<file path="src/rtl/gpcfg_pkg.sv">
// rtl/gpcfg_pkg.sv - shared AHB-Lite encodings and FSM state codes for the gpcfg front-end
package gpcfg_pkg;

  localparam logic [1:0] HTRANS_IDLE   = 2'b00;
  localparam logic [1:0] HTRANS_BUSY   = 2'b01;
  localparam logic [1:0] HTRANS_NONSEQ = 2'b10;
  localparam logic [1:0] HTRANS_SEQ    = 2'b11;

  localparam logic [2:0] HSIZE_WORD = 3'b010;

  localparam logic HRESP_OKAY  = 1'b0;
  localparam logic HRESP_ERROR = 1'b1;

  localparam logic [2:0] ST_IDLE    = 3'd0;
  localparam logic [2:0] ST_WR      = 3'd1;
  localparam logic [2:0] ST_RD_WAIT = 3'd2;
  localparam logic [2:0] ST_RD_DONE = 3'd3;
  localparam logic [2:0] ST_ERR1    = 3'd4;
  localparam logic [2:0] ST_ERR2    = 3'd5;

endpackage

</file>
<file path="src/rtl/gpcfg_addr_chk.sv">
// rtl/gpcfg_addr_chk.sv - combinational word-index and legality decode of an AHB address phase
module gpcfg_addr_chk
  import gpcfg_pkg::*;
#(
  parameter int          NUM_REGS  = 1024,
  parameter logic [31:0] BASE_ADDR = 32'h0,
  localparam int         IDX_W     = $clog2(NUM_REGS)
) (
  input  logic [31:0]      haddr,
  input  logic [2:0]       hsize,
  output logic [IDX_W-1:0] idx,
  output logic             legal
);

  localparam int UB = IDX_W + 2;

  logic [31:0] idx_ext;

  always_comb begin
    idx     = haddr[UB-1:2];
    idx_ext = 32'(idx);
    // Bits above the index field must match the bank's base; non-power-of-two banks also bound idx.
    legal   = (hsize == HSIZE_WORD) && (haddr[1:0] == 2'b00) &&
              (idx_ext < 32'(NUM_REGS)) && (haddr[31:UB] == BASE_ADDR[31:UB]);
  end

endmodule

</file>
<file path="src/rtl/gpcfg_ahb_if.sv">
// rtl/gpcfg_ahb_if.sv - AHB-Lite slave front-end of the gpcfg register bank
// Optional ERROR response path for illegal accesses built when GPCFG_ERR_RESP_EN is defined.
module gpcfg_ahb_if
  import gpcfg_pkg::*;
#(
  parameter int          NUM_REGS  = 1024,
  parameter logic [31:0] BASE_ADDR = 32'h0,
  localparam int         IDX_W     = $clog2(NUM_REGS)
) (
  input  logic             hclk,
  input  logic             hreset,
  input  logic             hsel,
  input  logic [31:0]      haddr,
  input  logic [1:0]       htrans,
  input  logic             hwrite,
  input  logic [2:0]       hsize,
  input  logic [31:0]      hwdata,
  input  logic             hready,
  output logic             hreadyout,
  output logic             hresp,
  output logic [IDX_W-1:0] reg_idx,
  output logic             wr_en,
  output logic [31:0]      wr_data,
  output logic             rd_en,
  output logic             valid_rd
);

  logic [2:0]       state_q, state_d;
  logic [IDX_W-1:0] idx_q, idx_d;
  logic             legal_q, legal_d;
  logic [IDX_W-1:0] chk_idx;
  logic             chk_legal;
  logic             accept;

  gpcfg_addr_chk #(
    .NUM_REGS  (NUM_REGS),
    .BASE_ADDR (BASE_ADDR)
  ) u_addr_chk (
    .haddr (haddr),
    .hsize (hsize),
    .idx   (chk_idx),
    .legal (chk_legal)
  );

  always_comb begin
    hreadyout = !((state_q == ST_RD_WAIT) || (state_q == ST_ERR1));
`ifdef GPCFG_ERR_RESP_EN
    hresp     = ((state_q == ST_ERR1) || (state_q == ST_ERR2)) ? HRESP_ERROR : HRESP_OKAY;
`else
    hresp     = HRESP_OKAY;
`endif
    // legal_q only gates anything in the OKAY-only build; otherwise illegal never reaches WR/RD_WAIT.
    wr_en     = (state_q == ST_WR) && legal_q;
    rd_en     = (state_q == ST_RD_WAIT) && legal_q;
    valid_rd  = rd_en;
    wr_data   = wr_en ? hwdata : 32'h0;
    reg_idx   = idx_q;
  end

  always_comb begin
    state_d = state_q;
    idx_d   = idx_q;
    legal_d = legal_q;
    accept  = hsel && hready && hreadyout &&
              ((htrans == HTRANS_NONSEQ) || (htrans == HTRANS_SEQ));
    case (state_q)
      ST_RD_WAIT: state_d = ST_RD_DONE;
`ifdef GPCFG_ERR_RESP_EN
      ST_ERR1:    state_d = ST_ERR2;
`endif
      default: begin
        if (accept) begin
          idx_d   = chk_idx;
          legal_d = chk_legal;
`ifdef GPCFG_ERR_RESP_EN
          if (!chk_legal) state_d = ST_ERR1;
          else
`endif
          state_d = hwrite ? ST_WR : ST_RD_WAIT;
        end else begin
          state_d = ST_IDLE;
        end
      end
    endcase
  end

  always_ff @(posedge hclk or posedge hreset) begin
    if (hreset) begin
      state_q <= ST_IDLE;
      idx_q   <= '0;
      legal_q <= 1'b0;
    end else begin
      state_q <= state_d;
      idx_q   <= idx_d;
      legal_q <= legal_d;
    end
  end

endmodule

</file>
<file path="config.mk">
export PLATFORM = sky130hd
export DESIGN_NAME = gpcfg_ahb_if
export DESIGN_NICKNAME = d
export VERILOG_FILES = /design/src/rtl/gpcfg_pkg.sv /design/src/rtl/gpcfg_addr_chk.sv /design/src/rtl/gpcfg_ahb_if.sv
export SDC_FILE = /design/constraint.sdc
export NUM_CORES = 1
export LEC_CHECK = 0
export BUFFER_PORTS_ARGS = -buffer_cell sky130_fd_sc_hd__buf_4
export CORE_ASPECT_RATIO = 0.6
export CORE_UTILIZATION = 33
export CTS_BUF_LIST = sky130_fd_sc_hd__clkbuf_8 sky130_fd_sc_hd__clkbuf_16
export CTS_CLUSTER_DIAMETER = 200
export CTS_CLUSTER_SIZE = 30
export DETAILED_ROUTE_END_ITERATION = 10
export PLACE_DENSITY = 0.91
export SYNTH_ARGS = -nofsm -noshare
export SYNTH_HDL_FRONTEND = slang
export SYNTH_SLANG_ARGS = --single-unit
</file>
<file path="constraint.sdc">
create_clock -name hclk -period 3.3 [get_ports hclk]
set_input_delay 0.165 -clock hclk [delete_from_list [all_inputs] [get_ports hclk]]
set_output_delay 0.165 -clock hclk [all_outputs]
set_load 0.02 [all_outputs]
</file>
* Yosys cells after proc, flatten, opt, wreduce, memory -nomap -nowiden
Cells that the tools add are included.
** Word-level totals
- Word-level logic and storage cells :: 27
- Bits in registers :: 14
- Output and inout bits :: 47
- Memories kept :: 0
- Memory bits (read-only) :: 0
- Bits in latches :: 0
- Input bits :: 74
- Memory bits (writable) :: 0
** Cells by class
- Eq/ne operators :: 6
- $mul :: 0
- Bitwise gates (word level) :: 1
- Shift-type cells :: 0
- Div/mod/pow operators :: 0
- Order comparisons :: 0
- Add/sub/neg operators :: 0
- Reduce and logical (&&, ||, !) cells :: 13
- Multiplexer cells :: 4
** Operators by type and width (number)
- $mux W32 :: 1
- $logic_not A20 Y1 :: 1
- $logic_and A1 B1 Y1 :: 7
- $eq A3 B2 Y1 const B :: 2
- $mux W2 :: 3
- $eq A2 B2 Y1 const B :: 2
- $eq A3 B1 Y1 const B :: 1
- $eq A3 B3 Y1 const B :: 1
- $logic_not A2 Y1 :: 1
- $logic_or A1 B1 Y1 :: 2
- $reduce_and A2 Y1 :: 1
- $logic_not A1 Y1 :: 1
- $not A1 Y1 :: 1

* Logic depth before layout (Yosys ltp)
- Word-level depth :: 7
- Gate-level depth with buffers :: 3
- Gate-level depth less buffers :: 3

* Modules after synthesis
From an unflattened synthesis, not the netlist that was laid out.
** Second synthesis, totals
- Cells, all modules :: 93
- Area total of the unflattened synthesis :: 940.9 µm²
** By module, submodules not included
- gpcfg_ahb_if :: cells each 73, times used 1, area an instance 795.8 µm²
- gpcfg_addr_chk :: cells each 20, times used 1, area an instance 145.1 µm²

* Least setup slack after synthesis
No wires, ideal clock.
- Path type :: reg2out
- Start :: register state_q[1]
- End :: output port wr_data[22]
- Path slack :: 2052 ps
- Data required time :: 3135 ps
- Arrival time :: 1083 ps
- Stages on the path, launching flop included :: 4
- Path through :: dfrtp_1 -> and3b_1 -> buf_2 -> and2_1
** On the way
- Cells in the longest elaborated chain, start to end :: 3
** Ends and longest elaborated chain
- from (decl) :: line gpcfg_ahb_if.sv:28 : logic [2:0] state_q, state_d;
- from (signal assigned) :: line gpcfg_ahb_if.sv:93 : state_q <= state_d;
- $eq A3 B1 Y1 :: line gpcfg_ahb_if.sv:53 : wr_en = (state_q == ST_WR) && legal_q;
- $logic_and A1 B1 Y1 :: line gpcfg_ahb_if.sv:53
- named net wr_en :: line gpcfg_ahb_if.sv:22 : output logic wr_en,
- $mux W32 :: line gpcfg_ahb_if.sv:56 : wr_data = wr_en ? hwdata : 32'h0;
- to (decl) :: line gpcfg_ahb_if.sv:23 : output logic [31:0] wr_data,
The timed path passes the listed nets, and every way through them passes these cells.

* Worst setup path after layout
- Start :: register state_q[1]
- End :: output port wr_data[3]
** On the way
- Cells in the longest elaborated chain, start to end :: 3
** Ends and longest elaborated chain (line)
- $eq A3 B1 Y1 :: gpcfg_ahb_if.sv:53
- $logic_and A1 B1 Y1 :: gpcfg_ahb_if.sv:53
- $mux W32 :: gpcfg_ahb_if.sv:56
No other way between the ends.

==> results.py <==
metrics = {
    "run_status": {
        "outcome": "complete, no violations",
    },
    "placed_design": {
        "gpl.final_weighted_congestion": 0.8564,
        "buffer_ports.inserted": 118,
        "detailedPlacementHpwl_mm": 2.773,
        "dp_cells": 227,
    },
    "clock_network": {
        "ctsLongestPathBuffers": 2,
        "post_cts.resized_instances": 0,
        "cts_setup_buffers": 0,
        "cts-htree-levels": 1,
        "tritoncts": "yes",
        "cts.clk_slew.worst_paths_ns": 0.05,
        "worst_skew_pair.late_latency_ns": 0.24,
        "master_cell_of_the_clock_root_buffer": "clkbuf_8",
        "cts_buffers": 3,
        "cts_hold_repair.buffers": 1,
        "cts.sink_count": 13,
    },
    "worst_setup_path": {
        "cp_slowest_cell": "and3b_1",
        "startpoint_type": "register",
        "crit_fanout": 33,
        "cp_cell_sequence": "and3b_1 -> and2_1 -> buf_4",
        "cp_top_family": "simple AND/OR/NAND/NOR gates",
        "critical_path_type": "register to output port",
        "timing.rr.start": "state_q[1]",
        "arrival_ns": 1.69,
        "setup.reg_to_reg.worst_slack_ns": 2.07,
        "timing.rr.end": "reg_idx[9]",
        "endpoint_kind": "output port",
        "worst_reg_to_reg_cells": 3,
        "critical-path-max-stage-delay_ns": 0.70,
        "worst_ep_required_time_ns": 3.13,
        "cp_num_buf_inv": 1,
    },
    "synth": {
        "syn_inst": 82,
        "average_cell_area_after_synthesis_um2": 10.86,
        "ys.warnings.count": 0,
        "synthesis.area_um2": 890.9,
        "postSynthNetCount": 156,
        "unique_cell_type_count_in_the_yosys_netlist": 22,
        "ys_seq_elements": 13,
        "ys_seq_area_frac": 0.3652,
    },
    "grt": {
        "number_of_antenna_violations_at_the_first_check_in_global_routing": 0,
        "global_route_hottest_layer": "met2",
        "largest_net_degree_at_the_start_of_global_routing": 34,
        "grt_residual_overflow": 0,
        "vias_in_the_first_global_route": 1020,
        "met2_usage": 0.4544,
        "overall_global_routing_usage": 0.2319,
        "m3_gr_usage": 0.06250,
        "grt_use_met1": 0.2579,
        "grt_pass1_wl_mm": 5.244,
    },
    "timing": {
        "final.setup.tns_ns": 0,
        "post-route-period-util": 0.5625,
        "max_freq_mhz": 538.7,
        "final_max_slew_viol_count": 0,
        "rsz0062_at_grt": "false",
        "finClkSkew_ns": 0.002073,
        "hold_slack_ns": 0.1481,
        "worstMarginPinSlew_ns": 0.7415,
        "setup_viol": 0,
        "relSlewSlack": 0.5057,
        "finalWorstPathRequiredPeriod_ns": 1.856,
        "hold_viol_final": 0,
    },
    "power": {
        "power_density_normalized_to_cell_area_nw_per_um2": 365.2,
        "switching_share": 0.3100,
        "combPwrFrac": 0.445,
        "power.switching_uw": 208.5,
        "cellLeakagePower_uw": 0.001008,
        "p_seq_frac": 0.353,
        "p_int_uw": 464.1,
        "vdd.ir_drop.worst_v": 0.0003140,
        "final_total_pwr_uw": 672.6,
        "portion_of_total_power_attributed_to_the_clock_network": 0.202,
    },
    "finish": {
        "most_common_cell_after_layout_fill_and_taps_aside": "buf_4",
        "stdcell_count": 232,
        "diodes": 0,
        "layout_cells_sized_above_1": 0.6950,
        "fin_nets": 275,
        "final_core_util": 0.7302,
        "synthToLayoutAreaGrowth_pct": 106.7,
        "num-fill-cells": 182,
        "multi_input_area_um2": 524.3,
        "layout.area.seq_um2": 325.3,
        "final_cell_mix": "buf_4, and2_1, dfrtp_1, mux2_4",
    },
    "route": {
        "detailroute.via_count": 1037,
        "first_pass_iters": 5,
        "detail_route.iter0.violations": 32,
        "drc_errors": 0,
        "drt_wl_total_mm": 3.398,
        "drt-wirelength-per-cell_um": 14.65,
        "antenna_violating_nets_post_route": 0,
        "viasPerCell": 4.470,
    },
    "floorplanning": {
        "floorplan.rows": 14,
        "dieWidth_um": 69.08,
        "boundaryPins": 121,
        "die_area_um2": 2918,
        "floorplan.initialDensity": 0.3532,
        "std_cell_core_area_um2": 2522,
        "die_height_um": 42.25,
    },
    "hold_path": {
        "hold_depth": 2,
        "min_from": "hwrite",
        "hold_path.class": "input port to register",
        "hold-path-endpoint": "state_q[1]",
    },
    "flow_run": {
        "count_of_max_cap_constraint_violations": 0,
    },
}
==> kinds of logic (layout without fill, tap and decap cells) <==
| group | count (synthesis) | in the layout | synth area share |
|---|---|---|---|
| buf+inv | 8 | 126 | 0.04634 |
| simple gates | 46 | 46 | 0.3806 |
| other cells | 1 | 1 | 0.004209 |
| flops | 13 | 13 | 0.3652 |
| compound gates | 4 | 4 | 0.03511 |
| mux | 10 | 10 | 0.1685 |
==> registers in the layout, summed over array words and instances, names as in the netlist <==
signal,count
reg_idx,10
state_q,2
legal_q,1
==> area by class of cell <==
class / instances / share of cell area
clock buffer: 3 / 0.02242
clock inverter: 1 / 0.002038
inverter: 3 / 0.006114
multi-input combinational: 61 / 0.2846
sequential: 13 / 0.1766
tap: 32 / 0.02174
timing repair buffer: 119 / 0.4864
==> synth_stat cells <==
master	count	area share
inv_1	2	0.0084
and2_1	33	0.23
nor4_2	2	0.028
nor3_1	1	0.0056
and3b_1	1	0.0098
mux2_4	10	0.17
nor2b_4	1	0.015
nor2_1	1	0.0042
nand4_1	1	0.0070
nor4b_2	1	0.017
o21ai_0	2	0.011
nor2_8	1	0.022
nand3_1	1	0.0056
buf_4	2	0.017
nand3_4	1	0.020
buf_2	3	0.017
dfrtp_1	13	0.37
nor4_1	2	0.014
o21ai_1	1	0.0056
inv_2	1	0.0042
o41ai_2	1	0.018
conb_1	1	0.0042
==> power groups by stage <==
stage | clock, µW | combinational [µW] | sequential [µW]
after floorplan | 0 | 98.5 | 286
after global placement | 0 | 292 | 236
after detailed placement | 0 | 299 | 238
after CTS | 139 | 302 | 238
after global routing | 146 | 314 | 243
final | 136 | 299 | 238
==> worst max-delay path by stage <==
stage               cells past startpoint        from           to
global route                            3  state_q[1]   wr_data[1]
detailed placement                      3  state_q[1]   wr_data[3]
CTS                                     3  state_q[1]   wr_data[3]
floorplan                               3  state_q[1]  wr_data[22]
finish                                  3  state_q[1]   wr_data[3]
global placement                        3  state_q[1]  wr_data[17]
==> per-layer routing <==
metal | vias to the layer above | share of wire
met5 | - | 0
met4 | 0 | 0.0079
met3 | 4 | 0.062
met2 | 50 | 0.55
met1 | 479 | 0.38
li1 | 504 | -
==> metrics by stage <==
step,worst slack (ns),area (µm²)
after floorplan,2.052,890.9
after global placement,1.761,1787
after detailed placement,1.687,1787
after CTS,1.435,1842
after global routing,1.295,1842
final,1.444,1842
Power figures use the tool's default switching activity.
